<file path="src/rtl/ctrl_pkg.sv">
// Shared types and helpers for the I2S/TDM transmit path: serial standard, FSM states, and the
// word-select pattern as a function of bit position within a frame.
package ctrl_pkg;

  typedef enum logic {MSB, PHILIPS} std_t;
  typedef enum logic {StIdle, StRun} state_e;

  localparam int unsigned W16    = 16;
  localparam int unsigned W24    = 24;
  localparam int unsigned W32    = 32;
  localparam int unsigned MAX_CH = 8;

  // ws level for a (slot, bit) position; adv looks one bit ahead, giving the Philips advance.
  function automatic logic ws_calc(int unsigned num_ch, int unsigned slot_w, int unsigned slot,
                                   int unsigned bitn, logic adv);
    int unsigned s;
    int unsigned b;
    s = slot;
    b = bitn;
    if (adv) begin
      if (b == slot_w - 1) begin
        b = 32'd0;
        s = (s == num_ch - 1) ? 32'd0 : s + 32'd1;
      end else begin
        b = b + 32'd1;
      end
    end
    return (num_ch == 2) ? (s == 32'd1) : (s == 32'd0 && b == 32'd0);
  endfunction

endpackage

</file>
<file path="src/rtl/i2s_sync_fifo.sv">
// Single-clock first-word-fall-through FIFO with synchronous active-high reset and occupancy.
module i2s_sync_fifo #(
  parameter int unsigned Width = 32,
  parameter int unsigned Depth = 16
) (
  input  logic                   clk_i,
  input  logic                   rst_i,
  input  logic                   wr_en_i,
  input  logic [Width-1:0]       wr_data_i,
  input  logic                   rd_en_i,
  output logic [Width-1:0]       rd_data_o,
  output logic                   full_o,
  output logic                   empty_o,
  output logic [$clog2(Depth):0] level_o
);
  localparam int unsigned PtrW = $clog2(Depth);

  logic [Width-1:0] mem_q [Depth];
  logic [PtrW-1:0]  wptr_q, rptr_q;
  logic [PtrW:0]    level_q;
  logic             push, pop;

  assign full_o    = (level_q == (PtrW + 1)'(Depth));
  assign empty_o   = (level_q == '0);
  assign level_o   = level_q;
  assign rd_data_o = mem_q[rptr_q];
  assign push      = wr_en_i & ~full_o;
  assign pop       = rd_en_i & ~empty_o;

  always_ff @(posedge clk_i) begin
    if (push) begin
      mem_q[wptr_q] <= wr_data_i;
    end
  end

  // Depth is a power of two, so the pointers wrap by natural overflow.
  always_ff @(posedge clk_i) begin
    if (rst_i) begin
      wptr_q  <= '0;
      rptr_q  <= '0;
      level_q <= '0;
    end else begin
      if (push) wptr_q <= wptr_q + 1'b1;
      if (pop)  rptr_q <= rptr_q + 1'b1;
      if (push && !pop)      level_q <= level_q + 1'b1;
      else if (pop && !push) level_q <= level_q - 1'b1;
    end
  end

endmodule

</file>
<file path="src/rtl/i2s_tdm_tx.sv">
// Multi-channel I2S/TDM transmitter: FIFO-fed, MSB-first, frame-aligned underrun handling.
// Define I2S_TDM_FRAME_CNT_EN to add the frame_cnt output (completed-frame counter).
module i2s_tdm_tx
  import ctrl_pkg::*;
#(
  parameter int unsigned NUM_CH     = 2,
  parameter int unsigned WORD_W     = 32,
  parameter int unsigned SLOT_W     = 32,
  parameter int unsigned FIFO_DEPTH = 16,
  parameter int unsigned CLK_DIV    = 2
) (
  input  logic                        pclk,
  input  logic                        preset,
  input  logic                        enable,
  input  logic                        standard,
  input  logic                        wr_en,
  input  logic [31:0]                 wr_data,
  output logic                        full,
  output logic [$clog2(FIFO_DEPTH):0] level,
  input  logic                        clr_underrun,
  output logic                        underrun,
  output logic                        busy,
  output logic                        sclk,
  output logic                        ws,
  output logic                        sd
`ifdef I2S_TDM_FRAME_CNT_EN
  ,
  output logic [15:0]                 frame_cnt
`endif
);
  localparam int unsigned BitW  = $clog2(SLOT_W);
  localparam int unsigned SlotW = $clog2(NUM_CH);
  localparam int unsigned DivW  = (CLK_DIV > 1) ? $clog2(CLK_DIV) : 1;
  localparam int unsigned LvlW  = $clog2(FIFO_DEPTH) + 1;

  state_e            state_q, state_d;
  std_t              std_q, std_d;
  logic [DivW-1:0]   div_q, div_d;
  logic [BitW-1:0]   bit_q, bit_d;
  logic [SlotW-1:0]  slot_q, slot_d;
  logic [WORD_W-1:0] sr_q, sr_d;
  logic              sclk_q, sclk_d, ws_q, ws_d, sd_q, sd_d;
  logic              live_q, live_d, lead_q, lead_d, underrun_q, underrun_d;
  logic              pop, fifo_empty, tc, last_bit, last_slot, frame_ok;
  logic [WORD_W-1:0] head;
  logic              unused_wr_hi;
`ifdef I2S_TDM_FRAME_CNT_EN
  logic [15:0]       frame_cnt_q, frame_cnt_d;
`endif

  assign unused_wr_hi = ^wr_data;

  i2s_sync_fifo #(
    .Width(WORD_W),
    .Depth(FIFO_DEPTH)
  ) u_fifo (
    .clk_i    (pclk),
    .rst_i    (preset),
    .wr_en_i  (wr_en),
    .wr_data_i(wr_data[WORD_W-1:0]),
    .rd_en_i  (pop),
    .rd_data_o(head),
    .full_o   (full),
    .empty_o  (fifo_empty),
    .level_o  (level)
  );

  assign tc        = (div_q == DivW'(CLK_DIV - 1));
  assign last_bit  = (bit_q == BitW'(SLOT_W - 1));
  assign last_slot = (slot_q == SlotW'(NUM_CH - 1));
  assign frame_ok  = (level >= LvlW'(NUM_CH));

  always_comb begin
    state_d    = state_q;
    std_d      = std_q;
    div_d      = div_q;
    bit_d      = bit_q;
    slot_d     = slot_q;
    sr_d       = sr_q;
    sclk_d     = sclk_q;
    ws_d       = ws_q;
    sd_d       = sd_q;
    live_d     = live_q;
    lead_d     = lead_q;
    underrun_d = clr_underrun ? 1'b0 : underrun_q;
    pop        = 1'b0;
`ifdef I2S_TDM_FRAME_CNT_EN
    frame_cnt_d = frame_cnt_q;
`endif
    unique case (state_q)
      StIdle: begin
        {sclk_d, ws_d, sd_d} = 3'b000;
        div_d  = '0;
        bit_d  = '0;
        slot_d = '0;
        lead_d = 1'b0;
        live_d = 1'b0;
        sr_d   = '0;
        if (enable) begin
          state_d = StRun;
          std_d   = std_t'(standard);
          live_d  = frame_ok;
          pop     = frame_ok;
          sr_d    = frame_ok ? head : '0;
          if (!frame_ok) underrun_d = 1'b1;
          // Philips gets a one-bit lead-in so ws leads the first MSB; the word waits in sr.
          lead_d  = standard;
          sd_d    = standard ? 1'b0 : sr_d[WORD_W-1];
          ws_d    = ws_calc(NUM_CH, SLOT_W, 0, 0, 1'b0);
        end
      end
      StRun: begin
        div_d = tc ? '0 : div_q + 1'b1;
        if (tc) sclk_d = ~sclk_q;
        if (tc && sclk_q) begin
          if (lead_q) begin
            lead_d = 1'b0;
            sd_d   = sr_q[WORD_W-1];
            ws_d   = ws_calc(NUM_CH, SLOT_W, 0, 0, 1'b1);
          end else if (last_bit && last_slot) begin
`ifdef I2S_TDM_FRAME_CNT_EN
            frame_cnt_d = frame_cnt_q + 16'd1;
`endif
            bit_d  = '0;
            slot_d = '0;
            if (enable) begin
              live_d = frame_ok;
              pop    = frame_ok;
              sr_d   = frame_ok ? head : '0;
              if (!frame_ok) underrun_d = 1'b1;
              sd_d   = sr_d[WORD_W-1];
              ws_d   = ws_calc(NUM_CH, SLOT_W, 0, 0, std_q == PHILIPS);
            end else begin
              state_d = StIdle;
              live_d  = 1'b0;
              sr_d    = '0;
              ws_d    = 1'b0;
              sd_d    = 1'b0;
            end
          end else begin
            if (last_bit) begin
              bit_d  = '0;
              slot_d = slot_q + 1'b1;
              pop    = live_q & ~fifo_empty;
              sr_d   = live_q ? head : '0;
            end else begin
              bit_d = bit_q + 1'b1;
              sr_d  = sr_q << 1;
            end
            sd_d = sr_d[WORD_W-1];
            ws_d = ws_calc(NUM_CH, SLOT_W, 32'(slot_d), 32'(bit_d), std_q == PHILIPS);
          end
        end
      end
      default: state_d = StIdle;
    endcase
  end

  always_ff @(posedge pclk) begin
    if (preset) begin
      state_q    <= StIdle;
      std_q      <= MSB;
      div_q      <= '0;
      bit_q      <= '0;
      slot_q     <= '0;
      sr_q       <= '0;
      sclk_q     <= 1'b0;
      ws_q       <= 1'b0;
      sd_q       <= 1'b0;
      live_q     <= 1'b0;
      lead_q     <= 1'b0;
      underrun_q <= 1'b0;
    end else begin
      state_q    <= state_d;
      std_q      <= std_d;
      div_q      <= div_d;
      bit_q      <= bit_d;
      slot_q     <= slot_d;
      sr_q       <= sr_d;
      sclk_q     <= sclk_d;
      ws_q       <= ws_d;
      sd_q       <= sd_d;
      live_q     <= live_d;
      lead_q     <= lead_d;
      underrun_q <= underrun_d;
    end
  end

`ifdef I2S_TDM_FRAME_CNT_EN
  always_ff @(posedge pclk) begin
    if (preset) frame_cnt_q <= '0;
    else        frame_cnt_q <= frame_cnt_d;
  end
  assign frame_cnt = frame_cnt_q;
`endif

  assign sclk     = sclk_q;
  assign ws       = ws_q;
  assign sd       = sd_q;
  assign underrun = underrun_q;
  assign busy     = (state_q == StRun);

endmodule

</file>
<file path="config.mk">
export PLATFORM = sky130hd
export DESIGN_NAME = i2s_tdm_tx
export DESIGN_NICKNAME = d
export VERILOG_FILES = /design/src/rtl/ctrl_pkg.sv /design/src/rtl/i2s_sync_fifo.sv /design/src/rtl/i2s_tdm_tx.sv
export SDC_FILE = /design/constraint.sdc
export NUM_CORES = 1
export LEC_CHECK = 0
export CAP_MARGIN = 20
export CORE_ASPECT_RATIO = 2
export CORE_MARGIN = 2
export CORE_UTILIZATION = 65
export CTS_CLUSTER_SIZE = 14
export DETAILED_ROUTE_END_ITERATION = 6
export GPL_TIMING_DRIVEN = 1
export HOLD_SLACK_MARGIN = 0.03
export PLACE_DENSITY = 0.81
export SLEW_MARGIN = 20
export SYNTH_ARGS = -nofsm -noshare
export SYNTH_HDL_FRONTEND = slang
export SYNTH_HIERARCHICAL = 1
export SYNTH_SLANG_ARGS = --single-unit
</file>
<file path="constraint.sdc">
create_clock -name pclk -period 8.67 [get_ports pclk]
set_input_delay 1.734 -clock pclk [delete_from_list [all_inputs] [get_ports pclk]]
set_output_delay 1.734 -clock pclk [all_outputs]
set_load 0.02 [all_outputs]
</file>
## Word level (Yosys, flattened, before mapping)

Memory sizes are Yosys's and may differ from the RTL's. A register that Yosys moved wholly into a read port is not among the register bits.
Cells that the tools add are included.

| storage, ports and cells | value |
|---|---|
| register bits after elaboration | 60 |
| bits in writable memories | 512 |
| input port bits | 38 |
| output and inout bits | 11 |
| memories | 1 |

| cells by class | value |
|---|---|
| add/subtract/negate cells | 8 |
| magnitude comparators | 1 |
| equal/unequal tests | 8 |
| muxes and demuxes | 79 |
| bitwise gates (word level) | 7 |
| reduce and logical (&&, ||, !) cells | 11 |

Memory list:

| memory | words | bits a word | read ports | clocked after Yosys merged registers in | wr ports | line | source |
|---|---|---|---|---|---|---|---|
| u_fifo.mem_q | 16 | 32 | 1 | 1 | 1 | i2s_sync_fifo.sv:18 | `logic [Width-1:0] mem_q [Depth];` |

Operator list:

| kind | count |
|---|---|
| 2-to-1 mux 32 bit | 11 |
| one-hot mux 32 bit (2 select lines) | 1 |
| 2-to-1 mux 5 bit | 10 |
| 2-to-1 mux 1 bit | 41 |
| equality test 32 x 1 -> 1 bit, second input constant | 1 |
| one-hot mux 1 bit (2 select lines) | 10 |
| equality test 5 bit, second input constant | 3 |
| adder 5 x 1 -> 5 bit, second input constant | 2 |
| one-hot mux 5 bit (2 select lines) | 1 |
| adder 4 x 1 -> 4 bit, second input constant | 2 |
| 2-to-1 mux 4 bit | 2 |
| 2-to-1 mux 2 bit | 3 |
| != test 2 x 1 -> 1 bit, second input constant | 3 |
| greater-or-equal comparator 5 x 2 -> 1 bit, second input constant | 1 |
| zero test 5 bit | 1 |
| subtractor 5 x 1 -> 5 bit, second input constant | 1 |
| logical AND 1 bit | 4 |
| NOT 1 bit | 4 |
| AND reduction 2 bit | 2 |
| bitwise AND 1 bit | 3 |
| AND reduction 3 bit | 1 |
| adder 1 bit, second input constant | 2 |
| adder 1 x 1 -> 2 bit, second input constant | 1 |
| zero test 1 bit | 2 |
| 2 further kinds | 2 |

## Logic depth before layout (Yosys ltp)

Gate-level depths: netlist (run 1).

| depth | value |
|---|---|
| word-level depth | 19 |
| gate-level depth with buffers | 16 |
| mapped depth without buffers | 15 |

## By module

The synthesis (run 1) kept the hierarchy.

Modules (own cells, without submodules):

| module | times used | cells an instance | area each (um^2) | seq. area each (um^2) |
|---|---|---|---|---|
| i2s_sync_fifo | 1 | 897 | 20065.5 | 15715.1 |
| i2s_tdm_tx | 1 | 361 | 2672.6 | 940.9 |

## Worst setup path after synthesis (run 1)

No wires, ideal clock.

| timing | value |
|---|---|
| path type | input to register |
| start point | input wr_en |
| end point | memory u_fifo.mem_q[0][0] (enable) |
| data arrival time | 4898 ps |
| setup slack | 3271 ps |
| stages on the path | 2 |
| cell sequence | o21ai_4 nor4_1 |

| on the way | value |
|---|---|
| cells in the longest elaborated chain, start to end | 3 |

RTL lines:

| element | line | source |
|---|---|---|
| from (decl) | i2s_tdm_tx.sv:16 | `input logic wr_en,` |
| bitwise AND 1 bit | i2s_sync_fifo.sv:27 | `assign push = wr_en_i & ~full_o;` |
| 2-to-1 mux 1 bit | i2s_sync_fifo.sv:31 | `if (push) begin` |
| 2-to-1 mux 1 bit (implied by the code) | i2s_sync_fifo.sv:32 | `mem_q[wptr_q] <= wr_data_i;` |
| to (decl) | i2s_sync_fifo.sv:18 |  |

Every way passes these cells.

## Worst setup path after layout (run 1)

| timing | value |
|---|---|
| start point | register bit_q[1] |
| end point | register u_fifo.level_q[3], in the netlist u_fifo/level_o[3] |

| on the way | value |
|---|---|
| cells in the longest elaborated chain, start to end | 10 |
| elaborated cells on any way between the ends | 13 |

RTL lines:

| element | line | source |
|---|---|---|
| from (decl) | i2s_tdm_tx.sv:39 | `logic [BitW-1:0] bit_q, bit_d;` |
| from (signal assigned) | i2s_tdm_tx.sv:177 | `bit_q <= bit_d;` |
| equality test 5 bit * | i2s_tdm_tx.sv:69 | `assign last_bit = (bit_q == BitW'(SLOT_W - 1));` |
| 2-to-1 mux 1 bit / logical AND 1 bit (equally long branches) | i2s_tdm_tx.sv:141, i2s_tdm_tx.sv:120 |  |
| 2-to-1 mux 1 bit * | i2s_tdm_tx.sv:120 | `end else if (last_bit && last_slot) begin` |
| 2-to-1 mux 1 bit * | i2s_tdm_tx.sv:116 | `if (lead_q) begin` |
| 2-to-1 mux 1 bit * | i2s_tdm_tx.sv:115 | `if (tc && sclk_q) begin` |
| one-hot mux 1 bit (2 select lines) * | i2s_tdm_tx.sv:90 | `unique case (state_q)` |
| via pop | i2s_tdm_tx.sv:44 | `logic pop, fifo_empty, tc, last_bit, last_slot, frame_ok;` |
| bitwise AND 1 bit * | i2s_sync_fifo.sv:28 | `assign pop = rd_en_i & ~empty_o;` |
| zero test 1 bit | i2s_sync_fifo.sv:45 | `if (push && !pop) level_q <= level_q + 1'b1;` |
| logical AND 1 bit | i2s_sync_fifo.sv:45 |  |
| 2-to-1 mux 5 bit / nonzero test 2 bit (equally long branches) | - |  |
| to (signal assigned) | i2s_sync_fifo.sv:45 |  |
| to (signal assigned) | i2s_sync_fifo.sv:46 | `else if (pop && !push) level_q <= level_q - 1'b1;` |
| to (decl) | i2s_sync_fifo.sv:20 | `logic [PtrW:0] level_q;` |

The timed path passes the listed nets; every way through them passes the cells marked *.
A chain may end at the register's enable or synchronous reset.

==> results of run 1 <==
-- flip-flops by register name, summed over array words and instances (netlist names), 4 cells and up, named ones only --
signal,cells
sr_q,32
u_fifo/wptr_q,4
u_fifo/mem_q,512
u_fifo/rptr_q,4
bit_q,5
u_fifo/level_o,5
-- worst register-to-register path, cell delays in order, from the launching register on --
cell and delay (ns):
dfxtp_1 0.35, ha_1 0.24, and3_1 0.20, ha_1 0.17, buf_4 0.24, ha_1 0.30
nand2b_1 0.62, or3_1 0.57, o21ai_0 0.34, o21ai_2 0.15, ha_1 0.25, inv_1 0.17
ha_1 0.27, a21o_2 0.22, a21oi_1 0.20, nor4_1 0.07, or3_1 0.38
-- path summary, 6_finish.rpt --
kind	startpoint	end	cells past startpoint
min	sr_q[28]	sr_q[28]	2
min reg2reg	sr_q[28]	sr_q[28]	2
max	bit_q[1]	u_fifo/level_o[3]	16
max reg2reg	bit_q[1]	u_fifo/level_o[3]	16
-- final cells by class --
| type | count | area (um^2) | area share, % |
|---|---|---|---|
| tap | 441 | 552 | 2.20 |
| clock buffer | 69 | 1280 | 5.11 |
| inverter | 43 | 164 | 0.654 |
| clock inverter | 6 | 48.8 | 0.195 |
| multi-input combinational | 562 | 5710 | 22.8 |
| timing repair buffer | 67 | 631 | 2.52 |
| sequential | 576 | 16700 | 66.5 |
-- cells by family after synthesis --
group | share of synthesized area [%]
adder cells (fa/ha/maj) | 0.803
AO/OA/AOI/OAI | 6.27
AND/OR/NAND/NOR | 4.15
XOR/XNOR | 0.457
buffers and inverters | 2.20
multiplexers | 12.9
flip-flops | 73.3
-- power by group through the flow --
stage | sequential (mW) | combinational (mW) | clock [mW]
floorplan | 3.25 | 0.746 | 0
global placement | 3.29 | 0.972 | 0
detailed placement | 3.29 | 0.993 | 0
CTS | 3.24 | 1.00 | 1.95
global route | 3.25 | 1.09 | 2.04
finish | 3.23 | 1.01 | 1.92
-- through the flow --
step,std cells,util [%]
finish,1764,72.9
global route,1764,72.9
CTS,1764,72.8
detailed placement,1689,69.0
global placement,1689,69.0
floorplan,1258,-
-- metal layers --
layer  share of wire, %  vias up
met3                7.3      157
met2                 54      605
met5                  0        -
met1                 34     6157
li1                   -     5091
met4                5.0        0
-- synth_stat cells, types with 7 or more instances --
cell      number  area, um^2
a21oi_1       73         365
a22oi_1       64         480
and2_1         9        56.3
buf_2         22         110
clkbuf_1      46         173
dfxtp_1       64        1280
edfxtp_1     512       15400
ha_1          13         163
inv_1         42         158
mux4_2       128        2880
nand2_1       71         267
nor2_1        33         124
nor2b_1       27         169
nor4_1         7        43.8
o211ai_1      30         225
o21ai_0       30         150
xor2_1         7        61.3
==> flow_metrics.py, run 1 <==
metrics = {
    "global_route": {
        "grt_pass1_wl_um": 76000,
        "grt.total_usage_pct": 28.8,
        "grtUsageMet3_pct": 3.55,
        "grt_overflow": 0,
        "antenna_found_initial": 0,
        "grt_pass1_vias": 12602,
        "use_met1_pct": 35.5,
        "busiest_layer": "met2",
        "met2_usage_pct": 50.2,
        "grt_max_degree": 91,
    },
    "worst_setup_path": {
        "arrival_ns": 5.29,
        "path_buf_inv": 2,
        "cp_slowest_cell": "nand2b_1",
        "rrSetupSlack_ns": 3.82,
        "crit_path_frequent_cell": "ha_1",
        "cp_top_family": "simple AND/OR/NAND/NOR gates",
        "critPathRequiredTime_ns": 9.12,
        "endpoint_kind": "flop",
        "slowest_delay_ns": 0.61,
        "crit_chain": "ha_1, and3_1, ha_1, buf_4, ha_1, nand2b_1, or3_1, o21ai_0, o21ai_2, ha_1, inv_1, ha_1, a21o_2, a21oi_1, nor4_1, or3_1",
        "crit_type": "reg -> reg",
        "start_kind": "flop",
        "critPathMaxFanout": 33,
    },
    "drt": {
        "routedWlPerCell_um": 28.3,
        "dr_total_vias": 12010,
        "ant_nets": 0,
        "first_pass_iters": 5,
        "drt_iter0_drc": 1101,
        "wirelength_um": 50000,
        "drc": 0,
        "drt-vias-per-instance": 6.81,
    },
    "timing": {
        "tightest_slew_ns": 1.16,
        "finalClockSkew_ns": 0.0201,
        "timing.final.crit_share_pct": 55.9,
        "slew_headroom_pct": 22.9,
        "fin_setup_tns_ns": 0,
        "final-max-slew-violation-count": 0,
        "fmax_mhz": 206,
        "hold_viol": 0,
        "rsz0062_at_grt": "false",
        "final.min_clock_period_ns": 4.85,
        "fin_ws_ns": 3.82,
        "holdWs_ns": 0.454,
        "setup-violations-final": 0,
    },
    "synth": {
        "synth_seq_cells": 576,
        "netlist_instances": 1258,
        "async_reset_ff_share_pct": 0,
        "ys.flop_type": "edfxtp_1",
        "synth-seq-area-share_pct": 73.3,
        "yosysUniqueCellTypes": 61,
        "synth_edf_count": 512,
        "synth_area_per_cell_um2": 18.1,
        "synth_nets": 1310,
        "yosysWarnings": 6,
        "synth.cell_area_mm2": 0.0227,
    },
    "floorplanning": {
        "die_area_mm2": 0.0366,
        "die_y_um": 269,
        "core_region_area_mm2": 0.0344,
        "start_util_pct": 66.2,
        "io_pins": 49,
        "die_w_um": 136,
        "fp-row-count": 96,
    },
    "pwr": {
        "p_per_area_mw_per_mm2": 246,
        "finalPower_mw": 6.16,
        "pwr-share-clk_pct": 31.2,
        "leakagePower_nw": 7.94,
        "peakVddDrop_v": 0.000192,
        "switchingPower_mw": 1.55,
        "p_int_mw": 4.61,
        "seqPwrFrac_pct": 52.5,
        "swShare_pct": 25.2,
        "combPwrFrac_pct": 16.3,
    },
    "clocking": {
        "cts_made_buffers": 48,
        "cts_sinks": 576,
        "cts.clk_slew.worst_paths_ns": 0.06,
        "clockRootBuffer": "clkbuf_16",
        "cts_hold_buffers": 0,
        "cts-resized-gates": 0,
        "cts_setup_buffers": 0,
        "insertion_delay_ns": 0.57,
        "cts_tree": "yes",
        "ctsHtreeMaxLevel": 2,
        "clockBufferDepth": 3,
    },
    "final_layout": {
        "design_area_mm2": 0.0251,
        "final_cell_mix": "edfxtp_1, mux4_2, a21oi_1",
        "final_common_cell": "edfxtp_1",
        "layout-drive-gt1-share_pct": 17.8,
        "fillers": 2001,
        "num-nets-final": 1350,
        "antenna_cells": 0,
        "syn2layout_area_growth_pct": 10.2,
    },
    "run_status": {
        "outcome": "finished clean",
    },
    "flow_run": {
        "maxCapViolations": 0,
    },
    "placement": {
        "place_area_mm2": 0.0237,
        "place_ws_ns": 3.87,
        "gp_congestion": 0.825,
        "portBuffers": 48,
        "dp_hpwl_um": 27100,
    },
    "min_path": {
        "hold_path.class": "reg -> reg",
    },
}
(Power assumes the default switching activity.)
==> inputs of run 2 (changes only) <==
--- a/config.mk
+++ b/config.mk
@@ -8,12 +8,12 @@
 export CAP_MARGIN = 20
 export CORE_ASPECT_RATIO = 2
 export CORE_MARGIN = 2
-export CORE_UTILIZATION = 65
+export CORE_UTILIZATION = 62
 export CTS_CLUSTER_SIZE = 14
 export DETAILED_ROUTE_END_ITERATION = 6
 export GPL_TIMING_DRIVEN = 1
 export HOLD_SLACK_MARGIN = 0.03
-export PLACE_DENSITY = 0.81
+export PLACE_DENSITY = 0.78
 export SLEW_MARGIN = 20
 export SYNTH_ARGS = -nofsm -noshare
 export SYNTH_HDL_FRONTEND = slang
==> constraint.sdc (replaced) <==
create_clock -name pclk -period 4.5 [get_ports pclk]
set_input_delay 0.9 -clock pclk [delete_from_list [all_inputs] [get_ports pclk]]
set_output_delay 0.9 -clock pclk [all_outputs]
set_load 0.02 [all_outputs]
==> run 2 against run 1 <==
Compared with the run above:
- first-iteration DRC count shrank 2.4%
- via count shrank 1.1%
- non-clock buffer count rose by 18
- critical path depth shrank 1
- clock power is 100% higher
- power grew 96%
- combinational power grew 97%
- register-to-register slack got worse by 3.3 ns
- largest power group unchanged
- maximum frequency increased by 21%
- routed wire length down 1.6%
- worst hold slack worse by 0.0017 ns
==> flow_metrics.py, run 2 (same netlist as run 1, synthesis figures left out) <==
metrics = {
    "run_status": {
        "outcome": "finished clean",
    },
    "final_layout": {
        "final_util_pct": 69.7,
        "largest_reg_flops": 512,
        "reg.largest.list": "u_fifo/mem_q: 512 flops, sr_q: 32 flops",
        "final_common_cell": "edfxtp_1",
        "final_cell_mix": "edfxtp_1, mux4_2, a21oi_1",
        "multiInputGateArea_mm2": 0.00569,
        "antenna_cells": 0,
        "layout-drive-gt1-share_pct": 19.4,
        "syn2layout_area_growth_pct": 11.3,
        "num-nets-final": 1369,
        "design_area_mm2": 0.0253,
        "fillers": 2204,
        "seq_area_mm2": 0.0167,
        "top_register": "u_fifo/mem_q",
    },
    "timing": {
        "hold_viol": 0,
        "holdWs_ns": 0.452,
        "fmax_mhz": 249,
        "final.min_clock_period_ns": 4.02,
        "finalClockSkew_ns": 0.0199,
        "setup-violations-final": 0,
        "timing.final.crit_share_pct": 89.3,
        "fin_ws_ns": 0.479,
        "slew_headroom_pct": 26.8,
        "rsz0062_at_grt": "false",
        "final-max-slew-violation-count": 0,
        "tightest_slew_ns": 1.10,
        "fin_setup_tns_ns": 0,
    },
    "worst_setup_path": {
        "critPathMaxFanout": 32,
        "critPathRequiredTime_ns": 4.95,
        "endpoint_kind": "flop",
        "r2r_cells": 15,
        "rrSetupSlack_ns": 0.48,
        "crit_path_start": "bit_q[1]",
        "crit_type": "reg -> reg",
        "start_kind": "flop",
        "rr_endpoint": "u_fifo/level_o[4]",
        "r2r-start": "bit_q[1]",
        "arrival_ns": 4.47,
    },
    "drt": {
        "dr_total_vias": 11879,
        "ant_nets": 0,
        "drc": 0,
        "wirelength_um": 49200,
        "first_pass_iters": 5,
        "drt-vias-per-instance": 6.60,
        "routedWlPerCell_um": 27.3,
        "drt_iter0_drc": 1075,
    },
    "min_path": {
        "hold_path.class": "reg -> reg",
        "min_path_cells": 2,
        "min_from": "sr_q[24]",
        "whs_endpoint": "sr_q[24]",
    },
    "floorplanning": {
        "core_region_area_mm2": 0.0363,
        "die_w_um": 139,
        "fp-row-count": 99,
        "die_y_um": 275,
        "start_util_pct": 62.7,
        "io_pins": 49,
        "die_area_mm2": 0.0383,
    },
    "clocking": {
        "cts.clk_slew.worst_paths_ns": 0.07,
        "clockBufferDepth": 3,
        "cts_sinks": 576,
        "clockRootBuffer": "clkbuf_16",
        "ctsHtreeMaxLevel": 2,
        "cts_made_buffers": 49,
        "cts-resized-gates": 0,
        "cts_tree": "yes",
        "insertion_delay_ns": 0.57,
        "cts_hold_buffers": 0,
        "cts_setup_buffers": 0,
    },
    "flow_run": {
        "maxCapViolations": 0,
    },
    "pwr": {
        "peakVddDrop_v": 0.000384,
        "leakagePower_nw": 8.10,
        "p_per_area_mw_per_mm2": 478,
    },
    "placement": {
        "dp_hpwl_um": 28700,
        "place_ws_ns": 0.554,
        "gp_congestion": 0.807,
        "place_area_mm2": 0.0239,
        "portBuffers": 48,
    },
    "global_route": {
        "antenna_found_initial": 1,
        "grt_pass1_wl_um": 74000,
        "grt_pass1_vias": 12497,
        "grt_max_degree": 49,
        "grt.total_usage_pct": 25.9,
        "grt_overflow": 0,
    },
}
[run 2: changes by cell type in the layout (fill, tap and decap cells not counted), sizes merged]
| cell | change |
|---|---|
| buf | +18 |
| clkbuf | +2 |
| clkinv | +6 |
| clkinvlp | -2 |
| bufinv | +1 |
| inv | -1 |
[run 2: power breakdown]
part / switching, mW / internal, mW
logic: 1.06 / 0.931
clock network: 1.76 / 2.12
registers: 0.195 / 6.03
[run 2: layout make-up]
class	instances	share of cell area, %
sequential	576	65.8
clock inverter	10	0.321
clock buffer	71	5.31
timing repair buffer	85	3.17
multi-input combinational	562	22.5
inverter	43	0.648
tap	454	2.24
[run 2: worst max-delay path, stage by stage, from the launching register on]
cell	delay, ns
dfxtp_1	0.41
ha_1	0.24
and3_1	0.18
ha_1	0.16
buf_4	0.35
nand2_1	0.12
or3_1	0.39
o21ai_0	0.34
o21ai_2	0.15
ha_1	0.24
inv_1	0.16
ha_1	0.31
a21oi_1	0.22
a211oi_1	0.11
a31oi_1	0.17
mux2_2	0.35
[run 2: metrics by stage]
step           total power [mW]  cells
2_1_floorplan              7.70   1258
3_5_place_dp               8.33   1720
6_report                   12.1   1801
3_3_place_gp               8.26   1720
4_1_cts                    12.2   1801
5_1_grt                    12.5   1801
[run 2: how the worst max path moves through the flow]
stage | end | slack [ns] | cells after the start
2_1_floorplan | u_fifo/mem_q[0][0] | -0.07 | 2
3_3_place_gp | u_fifo/level_o[4] | 0.65 | 15
3_5_place_dp | u_fifo/level_o[4] | 0.55 | 15
4_1_cts | u_fifo/level_o[4] | 0.53 | 15
5_1_grt | u_fifo/level_o[4] | 0.28 | 15
6_report | u_fifo/level_o[4] | 0.48 | 15
[run 2: routing by layer]
layer	GRT usage (%)	part of all wire [%]	vias up
li1	-	-	5134
met1	31.1	35	6128
met2	46.4	54	480
met3	3.67	5.9	135
met4	12.4	4.6	2
met5	0	0.026	-
==> inputs of run 3 (changes only) <==
--- a/config.mk
+++ b/config.mk
@@ -5,9 +5,8 @@
 export SDC_FILE = /design/constraint.sdc
 export NUM_CORES = 1
 export LEC_CHECK = 0
-export CAP_MARGIN = 20
+export CAP_MARGIN = 25
 export CORE_ASPECT_RATIO = 2
-export CORE_MARGIN = 2
 export CORE_UTILIZATION = 62
 export CTS_CLUSTER_SIZE = 14
 export DETAILED_ROUTE_END_ITERATION = 6
==> run 3 against run 2 <==
Compared with the run above:
- utilization rose by 0.76 points
- highest routed layer is now met4
- critical endpoint is now u_fifo/level_o[3]
- global-route usage rose by 1.3 points
- worst hold slack improved by 0.0046 ns
- largest power group unchanged
- sequential power fell by 0.8%
- power fell by 0.48%
- design area barely moved
- non-clock buffer count rose by 2
- largest cell class unchanged
==> flow_metrics.py, run 3 (same netlist as run 1, synthesis figures left out) <==
metrics = {
    "global_route": {
        "grt_pass1_vias": 12540,
        "grt.total_usage_pct": 27.2,
        "grt_pass1_wl_um": 72900,
        "grt_max_degree": 55,
        "antenna_found_initial": 0,
        "grt_overflow": 0,
    },
    "floorplanning": {
        "core_region_area_mm2": 0.0359,
        "io_pins": 49,
        "die_w_um": 137,
        "start_util_pct": 63.3,
        "fp-row-count": 98,
        "die_area_mm2": 0.0375,
        "die_y_um": 273,
    },
    "clocking": {
        "cts_sinks": 576,
        "cts-resized-gates": 0,
        "cts_setup_buffers": 0,
        "ctsHtreeMaxLevel": 2,
        "clockBufferDepth": 3,
        "cts_hold_buffers": 0,
        "cts_made_buffers": 49,
        "cts_tree": "yes",
        "clockRootBuffer": "clkbuf_16",
        "insertion_delay_ns": 0.57,
        "cts.clk_slew.worst_paths_ns": 0.07,
    },
    "pwr": {
        "pwr-share-clk_pct": 31.8,
        "p_per_area_mw_per_mm2": 475,
        "p_int_mw": 9.04,
        "switchingPower_mw": 2.99,
        "seqPwrFrac_pct": 51.3,
        "combPwrFrac_pct": 16.9,
        "peakVddDrop_v": 0.000410,
        "swShare_pct": 24.9,
        "leakagePower_nw": 8.10,
    },
    "worst_setup_path": {
        "crit_chain": "ha_1, and3_1, ha_1, buf_4, nand2_1, or3_1, o21ai_0, o21ai_2, ha_1, inv_1, ha_1, a21o_2, a21oi_1, nor4_1, or3_1",
        "cp_top_family": "simple AND/OR/NAND/NOR gates",
        "path_buf_inv": 2,
        "start_kind": "flop",
        "arrival_ns": 4.50,
        "rrSetupSlack_ns": 0.45,
        "cp_slowest_cell": "dfxtp_1",
        "crit_type": "reg -> reg",
        "slowest_delay_ns": 0.40,
        "rr_endpoint": "u_fifo/level_o[3]",
        "endpoint_kind": "flop",
        "r2r-start": "bit_q[1]",
        "critPathRequiredTime_ns": 4.96,
        "r2r_cells": 15,
        "crit_path_frequent_cell": "ha_1",
        "critPathMaxFanout": 32,
    },
    "drt": {
        "dr_total_vias": 11897,
        "drt_iter0_drc": 1206,
        "routedWlPerCell_um": 27.0,
        "first_pass_iters": 5,
        "ant_nets": 0,
        "wirelength_um": 48400,
        "drt-vias-per-instance": 6.64,
        "drc": 0,
    },
    "timing": {
        "rsz0062_at_grt": "false",
        "fmax_mhz": 247,
        "slew_headroom_pct": 28.7,
        "timing.final.crit_share_pct": 89.9,
        "tightest_slew_ns": 1.07,
        "finalClockSkew_ns": 0.0184,
        "setup-violations-final": 0,
        "fin_setup_tns_ns": 0,
        "final.min_clock_period_ns": 4.05,
        "final-max-slew-violation-count": 0,
        "holdWs_ns": 0.457,
        "hold_viol": 0,
    },
    "final_layout": {
        "final_common_cell": "edfxtp_1",
        "antenna_cells": 0,
        "final_cell_mix": "edfxtp_1, mux4_2, a21oi_1",
        "top_register": "u_fifo/mem_q",
        "syn2layout_area_growth_pct": 11.4,
        "largest_reg_flops": 512,
        "layout-drive-gt1-share_pct": 19.4,
        "num-nets-final": 1371,
        "reg.largest.list": "u_fifo/mem_q: 512 flops, sr_q: 32 flops",
    },
    "min_path": {
        "min_from": "sr_q[25]",
        "hold_path.class": "reg -> reg",
        "min_path_cells": 2,
        "whs_endpoint": "sr_q[25]",
    },
    "flow_run": {
        "maxCapViolations": 0,
    },
    "placement": {
        "portBuffers": 48,
        "gp_congestion": 0.827,
        "dp_hpwl_um": 26900,
    },
    "run_status": {
        "outcome": "finished clean",
    },
}
## run 3: changes by cell type in the layout (fill, tap and decap cells not counted), sizes merged
cell / previous run / this run
buf: 38 / 40
clkinvlp: 0 / 1
clkbuf: 71 / 67
clkinv: 9 / 3
inv: 43 / 46
## run 3: through the flow
| step | instance area [um^2] | power (mW) | util (%) | std cells | setup slack, ns |
|---|---|---|---|---|---|
| 3_5_place_dp | 23900 | 8.33 | 66.6 | 1717 | 0.521 |
| 5_1_grt | 25300 | 12.5 | 70.5 | 1793 | 0.261 |
| 4_1_cts | 25300 | 12.1 | 70.4 | 1792 | 0.499 |
| 2_1_floorplan | 22700 | 7.70 | - | 1258 | -0.0652 |
| 3_3_place_gp | 23900 | 8.29 | 66.5 | 1716 | 0.592 |
| 6_report | 25300 | 12.0 | 70.5 | 1793 | 0.453 |
## run 3: worst max path at each step
| stage | to | cells after the start | start | slack (ns) |
|---|---|---|---|---|
| 6_report | u_fifo/level_o[3] | 15 | bit_q[1] | 0.45 |
| 2_1_floorplan | u_fifo/mem_q[0][0] | 2 | wr_en | -0.07 |
| 5_1_grt | u_fifo/level_o[4] | 15 | bit_q[1] | 0.26 |
| 4_1_cts | u_fifo/level_o[4] | 15 | bit_q[1] | 0.50 |
| 3_3_place_gp | u_fifo/level_o[4] | 15 | bit_q[1] | 0.59 |
| 3_5_place_dp | u_fifo/level_o[3] | 15 | bit_q[1] | 0.52 |
## run 3: worst reg2reg max path, delay by kind of cell (launching register included)
kind,cells,cell delay (ns)
adders and majority gates,4,0.92
and+or+nand+nor,5,1.14
AOI/OAI and AO/OA,4,0.98
buffers and inverters,2,0.49
DFF,1,0.40
## run 3: cell type report
cell class	count	area, um^2
Sequential cell	576	16700
Fill cell	2214	10600
Multi-Input combinational cell	562	5680
Clock buffer	67	1300
Timing Repair Buffer	87	871
Tap cell	450	563
Inverter	43	164
Clock inverter	8	80.1
## run 3: power by group through the flow
stage          sequential, mW  combinational [mW]  clock [mW]
2_1_floorplan            6.26                1.44           0
3_3_place_gp             6.28                2.01           0
3_5_place_dp             6.29                2.04           0
4_1_cts                  6.18                2.05        3.89
5_1_grt                  6.20                2.19        4.07
6_report                 6.17                2.03        3.83
## run 3: metal layers
metal  GRT usage [%]  vias to the layer above  part of all wire [%]  wire [um]
li1                -                     5138                     -          -
met1            33.1                     6130                    36      17300
met2            47.0                      490                    54      26000
met3            4.28                      139                   6.2       3000
met4            13.0                        0                   4.5       2170
met5               0                        -                     0          0
